### config.mk
export PLATFORM = sky130hd
export DESIGN_NAME = trig_lut_arbiter
export DESIGN_NICKNAME = d
export VERILOG_FILES = /design/src/rtl/trig_lut_arbiter.sv
export SDC_FILE = /design/constraint.sdc
export NUM_CORES = 1
export LEC_CHECK = 0
export BUFFER_PORTS_ARGS = -buffer_cell sky130_fd_sc_hd__buf_2
export CAP_MARGIN = 0
export CELL_PAD_IN_SITES_DETAIL_PLACEMENT = 1
export CELL_PAD_IN_SITES_GLOBAL_PLACEMENT = 2
export CORE_ASPECT_RATIO = 1.5
export CORE_MARGIN = 4
export CORE_UTILIZATION = 27
export CTS_CLUSTER_DIAMETER = 200
export DETAILED_ROUTE_END_ITERATION = 10
export MAX_ROUTING_LAYER = met4
export PLACE_DENSITY = 0.86
export SYNTH_ARGS = -nofsm -noshare
export SYNTH_HDL_FRONTEND = slang
export SYNTH_SLANG_ARGS = --single-unit
### constraint.sdc
create_clock -name clk -period 2.4 [get_ports clk]
set_input_delay 0.24 -clock clk [delete_from_list [all_inputs] [get_ports clk]]
set_output_delay 0.24 -clock clk [all_outputs]
set_load 0.02 [all_outputs]
### src/rtl/trig_lut_arbiter.sv
`default_nettype none
// ============================================================================
// Module   : trig_lut_arbiter
// Function : Round-robin front end for one pipelined trig LUT shared by N
//            requesters; a tag pipeline routes each result back to its owner.
// Revision : 1.0  initial release
// ============================================================================
module trig_lut_arbiter #(
    parameter int N       = 4,
    parameter int LUT_LAT = 3,
    parameter int IDW     = 2
) (
    input  logic              clk,
    input  logic              rst,
    input  logic [N-1:0]      req_valid,
    input  logic [12*N-1:0]   req_degree,
    input  logic [N-1:0]      req_iscos,
    output logic [N-1:0]      req_ready,
    output logic [11:0]       lut_degree,
    output logic              lut_iscos,
    input  logic [9:0]        lut_value,
    output logic [N-1:0]      resp_valid,
    output logic [9:0]        resp_value,
    output logic [IDW-1:0]    resp_id,
    output logic              busy
);

    localparam int c_STAGES = LUT_LAT + 1;
    localparam int c_LAST   = LUT_LAT;

    logic [IDW-1:0]      r_ptr_q;
    logic [IDW-1:0]      w_ptr_d;
    logic [N-1:0]        w_grant;
    logic [IDW-1:0]      w_win_id;
    logic                w_xfer;

    logic [11:0]         r_lut_degree_q;
    logic [11:0]         w_lut_degree_d;
    logic                r_lut_iscos_q;
    logic                w_lut_iscos_d;

    logic [c_STAGES-1:0] r_tag_vld_q;
    logic [c_STAGES-1:0] w_tag_vld_d;
    logic [IDW-1:0]      r_tag_id_q [c_STAGES];
    logic [IDW-1:0]      w_tag_id_d [c_STAGES];

    logic [N-1:0]        r_resp_valid_q;
    logic [N-1:0]        w_resp_valid_d;
    logic [9:0]          r_resp_value_q;
    logic [9:0]          w_resp_value_d;
    logic [IDW-1:0]      r_resp_id_q;
    logic [IDW-1:0]      w_resp_id_d;

    // Two passes: first the requesters at or above the pointer, then wrap to
    // the low indices. Together they form the ascending, wrapping search.
    always_comb begin
        w_grant        = '0;
        w_win_id       = '0;
        w_xfer         = 1'b0;
        w_lut_degree_d = r_lut_degree_q;
        w_lut_iscos_d  = r_lut_iscos_q;
        for (int j = 0; j < N; j++) begin
            if (!w_xfer && req_valid[j] && (IDW'(j) >= r_ptr_q)) begin
                w_xfer     = 1'b1;
                w_grant[j] = 1'b1;
                w_win_id   = IDW'(j);
            end
        end
        for (int j = 0; j < N; j++) begin
            if (!w_xfer && req_valid[j]) begin
                w_xfer     = 1'b1;
                w_grant[j] = 1'b1;
                w_win_id   = IDW'(j);
            end
        end
        for (int j = 0; j < N; j++) begin
            if (w_grant[j]) begin
                w_lut_degree_d = req_degree[12*j +: 12];
                w_lut_iscos_d  = req_iscos[j];
            end
        end
    end

    always_comb begin
        w_ptr_d = r_ptr_q;
        if (w_xfer) begin
            w_ptr_d = (w_win_id == IDW'(N - 1)) ? '0 : w_win_id + IDW'(1);
        end
    end

    // Tag pipeline is one stage longer than the LUT so the final stage lines
    // up with the edge that captures lut_value into resp_value.
    always_comb begin
        w_tag_vld_d[0] = w_xfer;
        w_tag_id_d[0]  = w_win_id;
        for (int s = 1; s < c_STAGES; s++) begin
            w_tag_vld_d[s] = r_tag_vld_q[s-1];
            w_tag_id_d[s]  = r_tag_id_q[s-1];
        end
    end

    always_comb begin
        w_resp_valid_d = '0;
        w_resp_value_d = r_resp_value_q;
        w_resp_id_d    = r_resp_id_q;
        if (r_tag_vld_q[c_LAST]) begin
            w_resp_valid_d[r_tag_id_q[c_LAST]] = 1'b1;
            w_resp_value_d                     = lut_value;
            w_resp_id_d                        = r_tag_id_q[c_LAST];
        end
    end

    always_ff @(posedge clk or posedge rst) begin
        if (rst) begin
            r_ptr_q        <= '0;
            r_lut_degree_q <= '0;
            r_lut_iscos_q  <= 1'b0;
            r_tag_vld_q    <= '0;
            for (int s = 0; s < c_STAGES; s++) begin
                r_tag_id_q[s] <= '0;
            end
            r_resp_valid_q <= '0;
            r_resp_value_q <= '0;
            r_resp_id_q    <= '0;
        end else begin
            r_ptr_q        <= w_ptr_d;
            r_lut_degree_q <= w_lut_degree_d;
            r_lut_iscos_q  <= w_lut_iscos_d;
            r_tag_vld_q    <= w_tag_vld_d;
            for (int s = 0; s < c_STAGES; s++) begin
                r_tag_id_q[s] <= w_tag_id_d[s];
            end
            r_resp_valid_q <= w_resp_valid_d;
            r_resp_value_q <= w_resp_value_d;
            r_resp_id_q    <= w_resp_id_d;
        end
    end

    // Grant is masked while reset is held so nothing looks accepted then.
    assign req_ready  = rst ? '0 : w_grant;
    assign lut_degree = r_lut_degree_q;
    assign lut_iscos  = r_lut_iscos_q;
    assign resp_valid = r_resp_valid_q;
    assign resp_value = r_resp_value_q;
    assign resp_id    = r_resp_id_q;
    assign busy       = |r_tag_vld_q;

endmodule
`default_nettype wire

## Word level (Yosys, flattened, before mapping)

Index checks and enable logic that the tools add are counted.

- Flip-flop bits (word level): 43
- Bits of input ports: 68
- Output and inout port bits: 34
- Logic and storage cells: 75

- Add/sub/neg operators: 1
- Order comparisons: 6
- Equal/unequal tests: 1
- Muxes and demuxes: 35
- Reduce and logical (&&, ||, !) cells: 21

Operator list:

| kind | number |
|---|---|
| two-way mux 12 bit | 4 |
| two-way mux 1 bit | 21 |
| two-way mux 2 bit | 7 |
| logical AND 1 bit | 12 |
| two-way mux 4 bit | 2 |
| logical NOT 1 bit | 7 |
| greater-or-equal comparator 1 x 2 -> 1 bit, first input constant | 2 |
| greater-or-equal comparator 2 bit, first input constant | 2 |
| nonzero test 4 bit | 1 |
| OR reduction 4 bit | 1 |
| < comparator 2 x 3 -> 1 bit, second input constant | 1 |
| adder 2 x 1 -> 2 bit, second input constant | 1 |
| demux 1 bit (select 2 bit) | 1 |
| equality test 2 bit, second input constant | 1 |
| greater-or-equal comparator 2 x 1 -> 1 bit, second input constant | 1 |

## Longest topological paths before layout

Gate-level depths: netlist of run 1.

- Depth in word-level cells: 29
- Depth in mapped cells: 8

## Worst setup path after synthesis of run 1

No wires, ideal clock.

- Kind: flip-flop to flip-flop
- Start: register r_ptr_q[0]
- End: register r_ptr_q[1]
- Setup time: 0.125 ns
- Arrival: 1.747 ns
- Data required time: 2.275 ns
- Path slack: 0.528 ns
- Cell stages (with the launch flop): 9
- Clock period less this slack: 1.872 ns
- Cells stage by stage: dfrtp_1 buf_2 nand2b_1 a21oi_2 o21ai_4 buf_4 nand2_1 ha_1 mux2_2

- Word-level cells in the longest chain between the ends: 29
- Elaborated cells on any way between the ends: 40
- Classes of those cells: 1 x add/sub; 4 x order compare; 1 x eq/ne; 16 x mux; 18 x reduce/logical

Ends and longest elaborated chain:

| element | RTL line | text |
|---|---|---|
| start: declaration | 31 | `logic [IDW-1:0] r_ptr_q;` |
| start signal: assignment | 126 | `r_ptr_q <= w_ptr_d;` |
| greater-or-equal comparator 1 x 2 -> 1 bit | 63 | `if (!w_xfer && req_valid[j] && (IDW'(j) >= r_ptr_q)) begin` |
| logical AND 1 bit | 63 |  |
| two-way mux 1 bit | 63 |  |
| logical NOT 1 bit | 63 |  |
| logical AND 1 bit (2 in series) | 63 |  |
| two-way mux 1 bit | 63 |  |
| logical NOT 1 bit | 63 |  |
| logical AND 1 bit (2 in series) | 63 |  |
| (+12 left out) | n/a |  |
| logical AND 1 bit | 70 | `if (!w_xfer && req_valid[j]) begin` |
| two-way mux 1 bit | 70 |  |
| logical NOT 1 bit | 70 |  |
| logical AND 1 bit | 70 |  |
| two-way mux 2 bit (*) | 70 |  |
| via w_win_id[1] | 34 | `logic [IDW-1:0] w_win_id;` |
| adder 2 x 1 -> 2 bit / equality test 2 bit (equally long branches) | 87 | `w_ptr_d = (w_win_id == IDW'(N - 1)) ? '0 : w_win_id + IDW'(1);` |
| two-way mux 2 bit (*) | 87 |  |

Mark *: on every way through the listed nets, which the timed path passes. The rest lies on a longest branch.
A chain may end at the register's enable or synchronous reset.

## Final worst setup path of run 1

- Start: register r_ptr_q[1]
- End: register r_ptr_q[1]

Same word-level chain as after synthesis.

==> results of run 1 <==
critical path: stages, from the launching register on:
cell,delay [ns]
dfrtp_1,0.49
nand2b_1,0.16
a21oi_2,0.08
o21ai_4,0.55
nand2_1,0.15
ha_1,0.32
mux2_2,0.25
state kept, by name, indices dropped and copies added (netlist names):
name and cells:
lut_degree 12, lut_iscos 1, r_ptr_q 2, r_tag_id_q 8, r_tag_vld_q 4, resp_id 2
resp_valid 4, resp_value 10
kinds of logic (layout without fill, tap and decap cells):
family,count (synthesis),in the layout
flip-flops,43,43
multiplexers,37,37
buffers and inverters,14,118
adder cells (fa/ha/maj),1,1
AND/OR/NAND/NOR,23,23
AO/OA/AOI/OAI,42,42
metal layers:
layer  track usage (%)  up-vias  part of all wire, %
met4              3.27        0                 0.96
met3              3.50        6                  6.9
met1              14.1      816                   37
met2              23.2       70                   55
li1                  -      785                    -
met5                 -        -                    0
power by group through the flow:
stage                     Clock (mW)  Combinational, mW  Sequential (mW)
after floorplan                    0              0.552             1.25
after global placement             0               1.05             1.09
final                          0.434               1.05             1.08
after global routing           0.496               1.15             1.11
after detailed placement           0               1.07             1.09
after CTS                      0.455               1.07             1.08
cells in the final DEF (no fill, tap or decap), types with 2 or more instances in the layout:
cell,instances
o21ai_0,3
clkbuf_8,5
nor2_1,9
mux2_2,24
a21oi_2,3
o21ai_1,13
inv_1,3
clkbuf_1,2
buf_2,101
mux2i_1,13
and3_1,2
a21oi_1,2
nand2_1,4
buf_4,5
or2_2,2
dfrtp_1,43
a22oi_1,13
path summary, 6_finish.rpt:
check | cells after the start | from | slack [ns] | to
max | 6 | r_ptr_q[1] | 0.28 | r_ptr_q[1]
min | 3 | rst | 0.12 | lut_degree[7]
max reg2reg | 6 | r_ptr_q[1] | 0.28 | r_ptr_q[1]
min reg2reg | 0 | r_tag_id_q[3] | 0.35 | r_tag_id_q[1]
max in group asynchronous | 3 | rst | 1.91 | r_tag_vld_q[0]
min in group clk | 3 | req_degree[42] | 0.18 | lut_degree[6]
per-stage QoR:
stage / power [mW] / hold slack, ns / utilization (%) / setup slack, ns / instances
global route: 2.76 / 0.177 / 37.3 / 0.139 / 364
finish: 2.56 / 0.119 / 37.3 / 0.280 / 364
detailed placement: 2.16 / 0.336 / 36.2 / 0.254 / 356
global placement: 2.14 / 0.331 / 36.2 / 0.297 / 356
CTS: 2.61 / 0.156 / 37.3 / 0.243 / 364
floorplan: 1.80 / 0.331 / - / 0.528 / 160
final cells by class:
| type | instances | area share, % |
|---|---|---|
| flip-flops and latches | 43 | 40.2 |
| multi-input cells | 103 | 31.3 |
| inverters | 4 | 0.560 |
| well taps | 100 | 4.67 |
| clock buffers | 7 | 2.85 |
| clock inverters | 1 | 0.187 |
| repair buffers | 106 | 20.3 |
==> impl_metrics.py, run 1 <==
metrics = {
    "outcome": {
        "status": "completed",
    },
    "yosys": {
        "synth_top_area_share_pct": 54.2,
        "yosys.area_share.simple_pct": 6.05,
        "async_flop_share_pct": 100,
        "synth_mux_area_share_pct": 20.2,
        "ys_types": 34,
        "synth_cells": 160,
        "syn_nets": 229,
        "syn_area_sq_mm": 0.00199,
        "ys_warn_count": 0,
        "synth.most_common_cell": "dfrtp_1",
        "yosysSeqAreaShare_pct": 54.2,
        "synth_commonest_cells": "43 x dfrtp_1, 24 x mux2_2, 13 x a22oi_1, 13 x mux2i_1, 13 x o21ai_1",
        "ys_seq_elements": 43,
        "syn_avg_cell_area_sq_um": 12.4,
        "synth_top_family_by_area": "multiplexers",
        "ys.flop_type": "dfrtp_1",
        "synthTopCellsByArea": "dfrtp_1 54%, mux2_2 14%, mux2i_1 6.5%, a22oi_1 4.9%, o21ai_1 3.3%",
        "synth_area_leader_cell": "dfrtp_1",
        "yosys.area_share.adder_pct": 0.630,
        "synth_compound_area_share_pct": 15.4,
        "synth_edf_count": 0,
        "synth_xor_area_share_pct": 0,
    },
    "drt": {
        "postRouteAntennaNets": 0,
        "wirelength_mm": 5.34,
        "via_per_inst": 4.61,
        "drtPass1Iterations": 4,
        "drtIter0Drc": 40,
        "vias": 1677,
        "drc_errors": 0,
        "wl_per_cell_microns": 14.7,
    },
    "cts": {
        "cts_root_buf": "clkbuf_8",
        "post_cts_resized": 0,
        "cts_setup_buffers": 0,
        "clkSinkCount": 43,
        "cts_tree": "yes",
        "clk_pin_slew_ns": 0.07,
        "cts_buffers": 5,
        "hold_buffers": 0,
        "cts_buffer_depth": 2,
        "h-tree-depth": 2,
        "clk_latency_ns": 0.29,
    },
    "die": {
        "start_util_pct": 27.7,
        "die_x_microns": 78.0,
        "die_h_microns": 113,
        "core-area_sq_mm": 0.00718,
        "dieArea_sq_mm": 0.00882,
        "rows": 38,
        "ios": 102,
    },
    "timing": {
        "tightest_slew_ns": 0.663,
        "finalClockSkew_ns": 0.00955,
        "final-hold-violation-count": 0,
        "post-route-min-period_ns": 2.12,
        "slew-limit-headroom_pct": 55.6,
        "final-max-slew-violation-count": 0,
        "finalCritPeriodShare_pct": 88.3,
        "tns_ns": 0,
        "setup_viol": 0,
        "fmax_mhz": 472,
        "rsz0062_at_grt": "no",
    },
    "setup_path": {
        "cp_data_required_time_ns": 2.57,
        "worstSetupPathType": "reg2reg",
        "end_kind": "flop",
        "critPathMaxFanout": 16,
        "crit_arrival_ns": 2.29,
        "start_kind": "flop",
    },
    "power": {
        "power_switching_uw": 970,
        "p_sw_share_pct": 37.9,
        "seqPwrFrac_pct": 42.1,
        "comb_power_share_pct": 41.0,
        "power.internal_mw": 1.59,
        "pwr-share-clk_pct": 16.9,
        "ir_drop_mv": 0.303,
        "power.leakage_nw": 1.34,
        "power_density_mw_per_mm2": 956,
    },
    "global_routing": {
        "grt_pass1_wl_mm": 8.85,
        "grt_max_degree": 44,
        "grt-ovfl-total": 0,
        "track_usage_pct": 12.9,
        "grt_pass1_vias": 1805,
        "antenna_found_initial": 0,
    },
    "finish": {
        "stdcell_area_sq_mm": 0.00268,
        "synthToLayoutAreaGrowth_pct": 34.8,
        "multiInputGateArea_sq_um": 838,
        "n_antenna_cell": 0,
        "n_fill_cell": 836,
        "nets": 332,
        "seq_area_sq_mm": 0.00108,
        "drive_above_1_share_pct": 55.7,
    },
    "flow_run": {
        "maxCapViolCount": 0,
    },
    "place": {
        "placed_area_sq_mm": 0.00260,
        "dp_hpwl_mm": 4.11,
        "routabilityCongestion": 0.743,
        "io_buffers": 101,
    },
    "worst_hold_path": {
        "hp-class": "in2async",
    },
}
Note: power is estimated with default switching activity, not from simulation.
==> run 2, diff against run 1 <==
clock period = 2.1 ns   (was 2.4 ns; I/O delays follow)
==> impl_metrics.py, run 2 (synthesized netlist as in run 1, its figures left out) <==
metrics = {
    "cts": {
        "cts_setup_buffers": 0,
        "cts_root_buf": "clkbuf_8",
        "clk_latency_ns": 0.29,
        "cts_buffers": 5,
        "cts_tree": "yes",
        "cts_buffer_depth": 2,
        "post_cts_resized": 0,
        "hold_buffers": 0,
        "h-tree-depth": 2,
        "clk_pin_slew_ns": 0.08,
        "clkSinkCount": 43,
    },
    "timing": {
        "tns_ns": 0,
        "final-max-slew-violation-count": 0,
        "rsz0062_at_grt": "no",
        "finalClockSkew_ns": 0.00337,
        "slew-limit-headroom_pct": 64.2,
        "post-route-min-period_ns": 1.98,
        "final-hold-violation-count": 0,
        "tightest_slew_ns": 0.538,
        "setup_viol": 0,
        "fmax_mhz": 505,
        "finalCritPeriodShare_pct": 94.2,
    },
    "finish": {
        "n_antenna_cell": 0,
        "largest_register_ffs": 12,
        "final_common_cell": "buf_2",
        "layout_common_cells": "101 x buf_2, 43 x dfrtp_1, 24 x mux2_2",
        "nets": 333,
        "fin_util_pct": 38.1,
        "synthToLayoutAreaGrowth_pct": 37.8,
        "drive_above_1_share_pct": 56.2,
    },
    "power": {
        "ir_drop_mv": 0.568,
        "power.leakage_nw": 1.37,
        "power_density_mw_per_mm2": 1160,
    },
    "drt": {
        "wirelength_mm": 5.34,
        "drtPass1Iterations": 4,
        "via_per_inst": 4.63,
        "drc_errors": 0,
        "drtIter0Drc": 53,
        "vias": 1690,
        "postRouteAntennaNets": 0,
        "wl_per_cell_microns": 14.6,
    },
    "setup_path": {
        "cp_data_required_time_ns": 1.89,
        "crit_start": "r_ptr_q[1]",
        "worstSetupPathType": "reg2out",
        "crit_arrival_ns": 1.77,
        "start_kind": "flop",
        "critPathMaxFanout": 15,
        "r2r_start": "r_ptr_q[1]",
        "end_kind": "primary output",
    },
    "outcome": {
        "status": "completed",
    },
    "global_routing": {
        "track_usage_pct": 13.0,
        "grt_pass1_vias": 1850,
        "grt_max_degree": 44,
        "grt-ovfl-total": 0,
        "antenna_found_initial": 0,
        "grt_pass1_wl_mm": 8.80,
    },
    "die": {
        "dieArea_sq_mm": 0.00882,
        "rows": 38,
        "start_util_pct": 27.7,
        "die_x_microns": 78.0,
        "core-area_sq_mm": 0.00718,
        "die_h_microns": 113,
        "ios": 102,
    },
    "worst_hold_path": {
        "hp-class": "in2async",
    },
    "place": {
        "routabilityCongestion": 0.763,
        "io_buffers": 101,
        "dp_hpwl_mm": 4.16,
    },
    "flow_run": {
        "maxCapViolCount": 0,
    },
}
-- run 2: changes by cell type in the layout (fill, tap and decap cells not counted) --
| cell | previous run | this run |
|---|---|---|
| bufinv_16 | 0 | 2 |
| clkbuf_1 | 2 | 1 |
| clkinv_2 | 1 | 0 |
| buf_4 | 5 | 6 |
-- run 2: path summary, 6_finish.rpt --
| kind | endpoint | slack [ns] | cells after the start |
|---|---|---|---|
| setup / recovery | req_ready[2] | 0.12 | 6 |
| hold / removal | lut_degree[8] | 0.08 | 3 |
| setup reg to reg | r_ptr_q[1] | 0.25 | 6 |
| hold reg to reg | r_tag_id_q[3] | 0.36 | 0 |
| max in group asynchronous | lut_degree[4] | 1.65 | 3 |
| min in group clk | lut_degree[10] | 0.15 | 3 |
-- run 2: final cells by class --
type | instances | area (sq um)
sequential | 43 | 1080
inverter | 4 | 15.0
timing repair buffer | 107 | 551
fill | 811 | 4440
tap | 100 | 125
clock inverter | 2 | 60.1
multi-input combinational | 103 | 838
clock buffer | 6 | 72.6
-- run 2: power breakdown --
group          internal, mW  switching (mW)  total [mW]
Clock                 0.475           0.270       0.745
Sequential             1.09           0.164        1.26
Combinational         0.489           0.688        1.18
-- run 2: per-layer routing --
layer | GRT usage (%) | vias up | wire length, microns
met4 | 4.43 | 0 | 119
met3 | 2.63 | 11 | 350
li1 | - | 790 | -
met1 | 14.0 | 815 | 2030
met5 | - | - | 0
met2 | 23.4 | 74 | 2840
-- run 2: metrics by stage --
step / hold WS (ns) / area, sq um / power, mW / std cells / setup WS, ns
final: 0.0792 / 2740 / 3.18 / 365 / 0.122
after global routing: 0.137 / 2740 / 3.41 / 365 / 0.00564
after CTS: 0.114 / 2740 / 3.24 / 365 / 0.102
after detailed placement: 0.336 / 2610 / 2.48 / 357 / 0.281
after global placement: 0.332 / 2610 / 2.44 / 357 / 0.340
after floorplan: 0.331 / 1990 / 2.06 / 160 / 0.228
-- run 2: critical path, stage by stage (launching register included) --
cell,delay (ns)
dfrtp_1,0.48
nand2b_1,0.21
a21oi_2,0.20
o21ai_4,0.08
buf_4,0.22
nor2_1,0.12
buf_2,0.17
